--- config.mk ---
export PLATFORM = sky130hd
export DESIGN_NAME = mult_seq
export DESIGN_NICKNAME = d
export VERILOG_FILES = /design/src/rtl/mult_seq.sv
export SDC_FILE = /design/constraint.sdc
export NUM_CORES = 1
export LEC_CHECK = 0
export CAP_MARGIN = 20
export CORE_AREA = 10 10 162 201
export CTS_BUF_LIST = sky130_fd_sc_hd__clkbuf_2 sky130_fd_sc_hd__clkbuf_4 sky130_fd_sc_hd__clkbuf_8
export CTS_CLUSTER_SIZE = 10
export DETAILED_ROUTE_END_ITERATION = 12
export DIE_AREA = 0 0 172 211
export PLACE_DENSITY_LB_ADDON = 0.05
export SYNTH_ARGS = -nofsm -noshare
export SYNTH_HDL_FRONTEND = slang
export SYNTH_SLANG_ARGS = --single-unit
export TNS_END_PERCENT = 50
--- constraint.sdc ---
create_clock -name clk -period 7.25 [get_ports clk]
set_clock_uncertainty 0.05 [all_clocks]
set_input_delay 2.175 -clock clk [delete_from_list [all_inputs] [get_ports clk]]
set_output_delay 2.175 -clock clk [all_outputs]
set_load 0.02 [all_outputs]
--- src/rtl/mult_seq.sv ---
// mult_seq: sequential shift-and-add multiplier for the MiniMIPS execute stage.
// A WIDTH x WIDTH multiply takes WIDTH add/shift steps and then shows a
// one-cycle done pulse with the full 2*WIDTH product on product_hi:product_lo.
// The product holds until the next done or until reset.
// Optional feature macro: MULT_SIGNED_EN. When it is defined, signed_op selects
// MULT (signed) or MULTU (unsigned). When it is undefined, every multiply is
// unsigned and no negation logic is built.
module mult_seq #(
    parameter int WIDTH = 32
) (
    input  logic             clk,
    input  logic             reset,
    input  logic             start,
    input  logic [WIDTH-1:0] multiplicand,
    input  logic [WIDTH-1:0] multiplier,
    input  logic             signed_op,
    output logic             busy,
    output logic             done,
    output logic [WIDTH-1:0] product_hi,
    output logic [WIDTH-1:0] product_lo
);

    localparam int CW = (WIDTH > 2) ? $clog2(WIDTH) : 1;
    localparam logic [CW-1:0]      CNT_LAST = CW'(WIDTH - 1);
    localparam logic [CW-1:0]      CNT_ONE  = CW'(1);
`ifdef MULT_SIGNED_EN
    localparam logic [WIDTH-1:0]   ONE_W    = WIDTH'(1);
    localparam logic [2*WIDTH-1:0] ONE_2W   = (2*WIDTH)'(1);
`endif

    typedef enum logic [1:0] {
        S_IDLE = 2'd0,
        S_RUN  = 2'd1,
        S_DONE = 2'd2
    } state_t;

    state_t           state_q, state_d;
    logic [WIDTH-1:0] mcand_q, mcand_d;
    logic [WIDTH-1:0] acc_hi_q, acc_hi_d;
    logic [WIDTH-1:0] acc_lo_q, acc_lo_d;
    logic [CW-1:0]    cnt_q, cnt_d;
    logic             busy_q, busy_d;
    logic             done_q, done_d;
    logic [WIDTH-1:0] prod_hi_q, prod_hi_d;
    logic [WIDTH-1:0] prod_lo_q, prod_lo_d;
`ifdef MULT_SIGNED_EN
    logic             neg_q, neg_d;
`else
    // signed_op has no effect in the unsigned-only build.
    logic             unused_signed_op;
    assign unused_signed_op = signed_op;
`endif

    // One add/shift step. The sum is WIDTH+1 bits wide so that the adder carry
    // moves into acc_hi's MSB on the shift and is never lost.
    logic [WIDTH:0]     step_sum;
    logic [WIDTH-1:0]   step_hi;
    logic [WIDTH-1:0]   step_lo;
    logic [2*WIDTH-1:0] step_full;
    logic [2*WIDTH-1:0] final_prod;

    // Datapath for a single step: a conditional add, then a right shift of {sum, acc_lo}.
    always_comb begin
        step_sum  = {1'b0, acc_hi_q} + (acc_lo_q[0] ? {1'b0, mcand_q} : '0);
        step_hi   = step_sum[WIDTH:1];
        step_lo   = {step_sum[0], acc_lo_q[WIDTH-1:1]};
        step_full = {step_hi, step_lo};
`ifdef MULT_SIGNED_EN
        final_prod = neg_q ? (~step_full + ONE_2W) : step_full;
`else
        final_prod = step_full;
`endif
    end

    // Operand latch values. In signed mode the magnitude of the most negative
    // value is 2^(WIDTH-1), and it fits in WIDTH bits as an unsigned value.
    logic [WIDTH-1:0] lat_mcand;
    logic [WIDTH-1:0] lat_mplier;
`ifdef MULT_SIGNED_EN
    logic             lat_neg;
`endif

    // Select raw operands or their magnitudes for the latch.
    always_comb begin
`ifdef MULT_SIGNED_EN
        lat_mcand  = (signed_op && multiplicand[WIDTH-1]) ? (~multiplicand + ONE_W) : multiplicand;
        lat_mplier = (signed_op && multiplier[WIDTH-1])   ? (~multiplier + ONE_W)   : multiplier;
        lat_neg    = signed_op & (multiplicand[WIDTH-1] ^ multiplier[WIDTH-1]);
`else
        lat_mcand  = multiplicand;
        lat_mplier = multiplier;
`endif
    end

    // Next-state logic for the FSM and all registered outputs.
    always_comb begin
        state_d   = state_q;
        mcand_d   = mcand_q;
        acc_hi_d  = acc_hi_q;
        acc_lo_d  = acc_lo_q;
        cnt_d     = cnt_q;
        busy_d    = busy_q;
        done_d    = 1'b0;
        prod_hi_d = prod_hi_q;
        prod_lo_d = prod_lo_q;
`ifdef MULT_SIGNED_EN
        neg_d     = neg_q;
`endif
        case (state_q)
            S_IDLE, S_DONE: begin
                // start is accepted in IDLE and in DONE (back-to-back).
                if (start) begin
                    state_d  = S_RUN;
                    busy_d   = 1'b1;
                    mcand_d  = lat_mcand;
                    acc_hi_d = '0;
                    acc_lo_d = lat_mplier;
                    cnt_d    = '0;
`ifdef MULT_SIGNED_EN
                    neg_d    = lat_neg;
`endif
                end else begin
                    state_d = S_IDLE;
                    busy_d  = 1'b0;
                end
            end
            S_RUN: begin
                // start is ignored here, so operands cannot be resampled mid-run.
                acc_hi_d = step_hi;
                acc_lo_d = step_lo;
                cnt_d    = cnt_q + CNT_ONE;
                if (cnt_q == CNT_LAST) begin
                    state_d   = S_DONE;
                    busy_d    = 1'b0;
                    done_d    = 1'b1;
                    prod_hi_d = final_prod[2*WIDTH-1:WIDTH];
                    prod_lo_d = final_prod[WIDTH-1:0];
                end
            end
            default: begin
                state_d = S_IDLE;
                busy_d  = 1'b0;
            end
        endcase
    end

    // State register. An asynchronous reset aborts a run immediately.
    always_ff @(posedge clk or posedge reset) begin
        if (reset) begin
            state_q   <= S_IDLE;
            mcand_q   <= '0;
            acc_hi_q  <= '0;
            acc_lo_q  <= '0;
            cnt_q     <= '0;
            busy_q    <= 1'b0;
            done_q    <= 1'b0;
            prod_hi_q <= '0;
            prod_lo_q <= '0;
`ifdef MULT_SIGNED_EN
            neg_q     <= 1'b0;
`endif
        end else begin
            state_q   <= state_d;
            mcand_q   <= mcand_d;
            acc_hi_q  <= acc_hi_d;
            acc_lo_q  <= acc_lo_d;
            cnt_q     <= cnt_d;
            busy_q    <= busy_d;
            done_q    <= done_d;
            prod_hi_q <= prod_hi_d;
            prod_lo_q <= prod_lo_d;
`ifdef MULT_SIGNED_EN
            neg_q     <= neg_d;
`endif
        end
    end

    assign busy       = busy_q;
    assign done       = done_q;
    assign product_hi = prod_hi_q;
    assign product_lo = prod_lo_q;

endmodule

==> impl_metrics.env, run 1 <==
export IMPL_diodes=0
export IMPL_endpoint_kind="primary output"
export IMPL_cts_resized=0
export IMPL_post_cts_repair_setup_buffers=0
export IMPL_dp_hpwl_mm=16.9
export IMPL_status="completed"
export IMPL_worstPathRequired_ns=5.03
export IMPL_h_tree_depth=4
export IMPL_finalSetupViolations=0
export IMPL_yosys_warnings=0
export IMPL_timing_final_crit_share=0.535
export IMPL_setup_tns_ns=0
export IMPL_grt_pass1_vias=7412
export IMPL_grt_overflow_total=0
export IMPL_drc=0
export IMPL_synth_common_cells="335 x nand2_1, 168 x dfrtp_1, 50 x o21ai_0, 43 x a21oi_1, 42 x clkbuf_1"
export IMPL_worst_path_buf_inv=1
export IMPL_cts_tree="built"
export IMPL_initial_utilization=0.297
export IMPL_synth_edf_count=0
export IMPL_worst_pin_slew_ns=0.993
export IMPL_yosysSeqAreaShare=0.497
export IMPL_first_pass_iters=4
export IMPL_maxCapViolCount=0
export IMPL_hold_class="reg -> reg"
export IMPL_drt_total_wl_mm=25.0
export IMPL_crit_path_start_kind="flop"
export IMPL_stdcell_count=1422
export IMPL_cpPeakStageDelay_ns=0.69
export IMPL_areaGrowthSynthToFinish_pct=24.5
export IMPL_insertion_delay_ns=0.49
export IMPL_synth_top_cells_by_area="dfrtp_1 50%, nand2_1 15%, ha_1 5.0%"
export IMPL_drtIter0Drc=425
export IMPL_nFillCells=2972
export IMPL_synth_flop_cell="dfrtp_1"
export IMPL_power_density_nw_per_um2=469
export IMPL_maxSlewViolCount=0
export IMPL_yosysUniqueCellTypes=52
export IMPL_final_nets=1157
export IMPL_hold_viol_final=0
export IMPL_path_cells="clkdlybuf4s50_1"
export IMPL_stdcell_area_um2=10500
export IMPL_die_w_um=172
export IMPL_cts_max_path_buffers=2
export IMPL_ctsHoldBuffers=0
export IMPL_drive_gt1_frac=0.0590
export IMPL_rsz0062_at_grt="false"
export IMPL_antenna_found_initial=0
export IMPL_ir_drop_v=0.000133
export IMPL_critPathArrivalTime_ns=1.66
export IMPL_power_mw=4.94
export IMPL_antenna_left=0
export IMPL_vias_per_cell=4.81
export IMPL_fin_crit_ns=3.88
export IMPL_synthArstFlopShare=1.00
export IMPL_grt_usage=0.142
export IMPL_netlist_area_leader_share=0.497
export IMPL_total_leakage_power_nw=4.91
export IMPL_synth_top_cell_by_area="dfrtp_1"
export IMPL_via_count=6836
export IMPL_crit_type="reg -> out"
export IMPL_die_area_um2=36300
export IMPL_synthMostInstantiatedCell="nand2_1"
export IMPL_place_inst=1389
export IMPL_root_buffer="clkbuf_8"
export IMPL_port_buffers=132
export IMPL_cts_sinks=168
export IMPL_clkSlewWorstSetupHoldPaths_ns=0.10
export IMPL_synth_avg_cell_area_um2=8.90
export IMPL_numCtsBuffers=17
export IMPL_grt_max_degree=94
export IMPL_placed_area_um2=10100
export IMPL_gp_routability_congestion=0.796
export IMPL_grt_pass1_wl_mm=40.6
export IMPL_syn_nets=1053
export IMPL_ios=134
export IMPL_slew_headroom=0.338
export IMPL_die_y_um=211
export IMPL_fmax_mhz=258
export IMPL_synthCells=950
export IMPL_worstPathMaxFanout=5
export IMPL_wire_per_inst_um=17.6
export IMPL_ys_ff_latch=168
export IMPL_core_um2=28500
export IMPL_cp_top_family="buffers and inverters"
export IMPL_num_rows=69
export IMPL_critPathSlowestCell="clkdlybuf4s50_1"
export IMPL_synth_area_um2=8450
-- cells by family (layout without fill, tap and decap cells) --
family	count (synthesis)	in the layout	share of synthesized area
AO/OA/AOI/OAI	205	205	0.157
AND/OR/NAND/NOR	438	438	0.221
buffers and inverters	67	184	0.0308
multiplexers	9	9	0.0118
flip-flops	168	168	0.497
XOR/XNOR	28	28	0.0290
adder cells (fa/ha/maj)	35	35	0.0527
-- flip-flops by register name, indices dropped and copies added (netlist names) --
| signal | cells |
|---|---|
| acc_hi_q | 32 |
| acc_lo_q | 32 |
| mcand_q | 32 |
| product_hi | 32 |
| product_lo | 32 |
| cnt_q | 5 |
| state_q | 2 |
| done | 1 |
-- cell usage in the layout, fill, tap and decap left out, types with 5 or more instances in the layout --
cell	synthesis	final
nand2_1	335	334
dfrtp_1	168	168
clkdlybuf4s50_1	0	132
o21ai_0	50	50
a21oi_1	43	43
a22oi_1	34	34
ha_1	34	34
and2_1	32	32
nor2_1	20	19
clkbuf_8	0	18
a21o_1	17	17
xnor2_1	17	17
a22o_1	15	15
nand4_1	12	12
xor2_1	11	11
o21ai_1	10	10
inv_1	11	9
nand2b_1	8	8
mux2_2	8	8
o211ai_1	7	7
nand3_1	7	7
buf_4	0	7
o21a_1	6	6
a211oi_1	5	5
nor3_1	5	5
-- through the flow --
step | util | setup WS [ns] | hold WS [ns]
global route | 0.369 | 3.03 | 0.446
global placement | 0.355 | 3.10 | 0.404
floorplan | - | 0.478 | 0.387
detailed placement | 0.355 | 3.08 | 0.404
finish | 0.369 | 3.37 | 0.422
CTS | 0.368 | 3.05 | 0.431
-- worst register-to-register path: stages, from the launching register on --
cell	delay, ns
dfrtp_1	0.70
buf_16	0.22
and2_1	0.14
ha_1	0.18
inv_1	0.06
fa_1	0.40
nand2b_1	0.18
a21oi_1	0.24
o21ai_1	0.22
o211ai_1	0.52
a41oi_1	0.31
o21ai_1	0.37
mux2_2	0.22
-- where the power goes --
group / switching, mW / internal, mW
clock network: 0.375 / 0.327
logic: 1.50 / 1.09
registers: 0.265 / 1.38
total: 2.14 / 2.80
-- final cells by class --
class                           instances  area [µm²]  share of cell area
Clock buffer                           21         270              0.0257
Clock inverter                         11         124              0.0118
Sequential cell                       168        4200               0.399
Tap cell                              355         444              0.0422
Inverter                               11        46.3             0.00440
Timing Repair Buffer                  141        1420               0.135
Multi-Input combinational cell        715        4010               0.381
-- metal layers --
metal | vias up | GRT usage | wire length (µm)
met5 | - | 0 | 0
met4 | 0 | 0.0432 | 312
met3 | 16 | 0.0445 | 1600
met2 | 108 | 0.237 | 12200
met1 | 3288 | 0.170 | 10800
li1 | 3424 | - | -
-- path summary, 6_finish.rpt --
kind | from | end | slack (ns) | cells after the start
setup reg to reg | acc_lo_q[0] | product_hi[31] | 3.40 | 12
hold reg to reg | mcand_q[0] | mcand_q[0] | 0.42 | 2
setup / recovery | state_q[0] | busy | 3.37 | 1
hold / removal | mcand_q[0] | mcand_q[0] | 0.42 | 2
max in group asynchronous | reset | mcand_q[24] | 4.00 | 3
min in group asynchronous | reset | product_lo[2] | 2.13 | 2
Note: power is estimated with default switching activity, not from simulation.
==> run 2, diff against run 1 <==
clock period = 3.7 ns   (was 7.25 ns; I/O delays follow)
==> run 2 against run 1 <==
Net effect:
- combinational power up 97%
- cell area up 0.86%
- non-clock buffer count up 8
- first-iteration DRC count down 25%
- via count up 0.56%
- final cell count up 0.56%
- sequential share of layout area down 0.34 points
- critical endpoint is now product_hi[29]
- critical path depth up 11
- global-route usage up 0.051 points
- largest cell class unchanged
- wire length up 0.22%
==> impl_metrics.env, run 2 (synthesized netlist as in run 1, its figures left out) <==
export IMPL_maxSlewViolCount=0
export IMPL_reg2regPathDepth=12
export IMPL_status="completed"
export IMPL_cts_resized=0
export IMPL_core_um2=28500
export IMPL_stdcell_count=1430
export IMPL_gp_routability_congestion=0.827
export IMPL_first_pass_iters=4
export IMPL_finalSetupViolations=0
export IMPL_fmax_mhz=327
export IMPL_grt_max_degree=75
export IMPL_grt_pass1_vias=7442
export IMPL_hold_class="reg -> reg"
export IMPL_drc=0
export IMPL_slew_headroom=0.339
export IMPL_nFillCells=3023
export IMPL_die_area_um2=36300
export IMPL_stdcell_area_um2=10600
export IMPL_cts_tree="built"
export IMPL_hold_viol_final=0
export IMPL_ctsHoldBuffers=0
export IMPL_final_common_cell="nand2_1"
export IMPL_drtIter0Drc=317
export IMPL_place_inst=1398
export IMPL_worst_pin_slew_ns=0.991
export IMPL_drt_total_wl_mm=25.0
export IMPL_startpoint="acc_lo_q[0]"
export IMPL_grt_usage=0.142
export IMPL_mostFrequentLayoutCells="334 x nand2_1, 168 x dfrtp_1, 132 x clkdlybuf4s50_1, 50 x o21ai_0, 43 x a21oi_1"
export IMPL_crit_type="reg -> reg"
export IMPL_worstSetupEndpoint="product_hi[29]"
export IMPL_root_buffer="clkbuf_8"
export IMPL_drive_gt1_frac=0.0660
export IMPL_antenna_left=0
export IMPL_pre_cts_slack_ns=0.639
export IMPL_port_buffers=132
export IMPL_grt_pass1_wl_mm=40.9
export IMPL_final_nets=1165
export IMPL_timing_final_crit_share=0.828
export IMPL_rr_endpoint="product_hi[29]"
export IMPL_fin_crit_ns=3.06
export IMPL_areaGrowthSynthToFinish_pct=25.6
export IMPL_vias_per_cell=4.81
export IMPL_via_count=6874
export IMPL_initial_utilization=0.297
export IMPL_clkSlewWorstSetupHoldPaths_ns=0.09
export IMPL_setup_tns_ns=0
export IMPL_ir_drop_v=0.000350
export IMPL_numCtsBuffers=17
export IMPL_crit_path_start_kind="flop"
export IMPL_total_leakage_power_nw=4.96
export IMPL_die_y_um=211
export IMPL_worstPathMaxFanout=5
export IMPL_wire_per_inst_um=17.5
export IMPL_worstPathRequired_ns=4.05
export IMPL_grt_overflow_total=0
export IMPL_maxCapViolCount=0
export IMPL_regToRegSetupSlack_ns=0.64
export IMPL_h_tree_depth=4
export IMPL_die_w_um=172
export IMPL_fin_util=0.373
export IMPL_num_rows=69
export IMPL_cts_max_path_buffers=2
export IMPL_antenna_found_initial=2
export IMPL_critPathArrivalTime_ns=3.42
export IMPL_power_density_nw_per_um2=915
export IMPL_fin_ws_ns=0.638
export IMPL_cts_sinks=168
export IMPL_endpoint_kind="flop"
export IMPL_r2r_start="acc_lo_q[0]"
export IMPL_placed_area_um2=10200
export IMPL_rsz0062_at_grt="false"
export IMPL_dp_hpwl_mm=17.4
export IMPL_ios=134
export IMPL_diodes=0
export IMPL_insertion_delay_ns=0.48
export IMPL_post_cts_repair_setup_buffers=0
-- run 2: layout make-up --
class / instances / area, µm² / share of cell area
Multi-Input combinational cell: 715 / 4010 / 0.378
Timing Repair Buffer: 149 / 1500 / 0.141
Clock inverter: 10 / 118 / 0.0111
Inverter: 11 / 45.0 / 0.00424
Sequential cell: 168 / 4200 / 0.396
Clock buffer: 22 / 290 / 0.0273
Tap cell: 355 / 444 / 0.0418
-- run 2: worst min path at each step --
stage	startpoint	endpoint	slack, ns	cells past startpoint
after floorplan	mcand_q[30]	mcand_q[30]	0.39	2
after global placement	mcand_q[29]	mcand_q[29]	0.40	2
after detailed placement	mcand_q[8]	mcand_q[8]	0.41	2
after CTS	mcand_q[8]	mcand_q[8]	0.43	2
after global routing	mcand_q[23]	mcand_q[23]	0.45	2
final	mcand_q[8]	mcand_q[8]	0.42	2
-- run 2: report_power, final --
| part | switching [mW] | internal [mW] |
|---|---|---|
| registers | 0.504 | 2.71 |
| logic | 2.95 | 2.15 |
| clock network | 0.726 | 0.671 |
-- run 2: worst max-delay path, cell delays in order, from the launching register on --
cell	delay, ns
dfrtp_1	0.37
and2_1	0.13
ha_1	0.18
inv_1	0.06
fa_1	0.40
nand2b_1	0.18
a21oi_1	0.22
o21ai_1	0.18
buf_4	0.18
a21oi_1	0.21
o21ai_1	0.22
or4_1	0.51
nand3_1	0.10
-- run 2: stage by stage --
stage | hold slack [ns] | power, mW
2_1_floorplan | 0.387 | 6.62
3_3_place_gp | 0.402 | 8.42
3_5_place_dp | 0.409 | 8.47
4_1_cts | 0.430 | 9.92
5_1_grt | 0.452 | 10.6
6_report | 0.425 | 9.71
-- run 2: layer usage --
| metal | vias to the layer above | track usage | share of wire |
|---|---|---|---|
| met5 | - | 0 | 0.0010 |
| met4 | 4 | 0.0342 | 0.012 |
| met3 | 25 | 0.0537 | 0.066 |
| met2 | 101 | 0.243 | 0.49 |
| met1 | 3311 | 0.164 | 0.43 |
| li1 | 3433 | - | - |
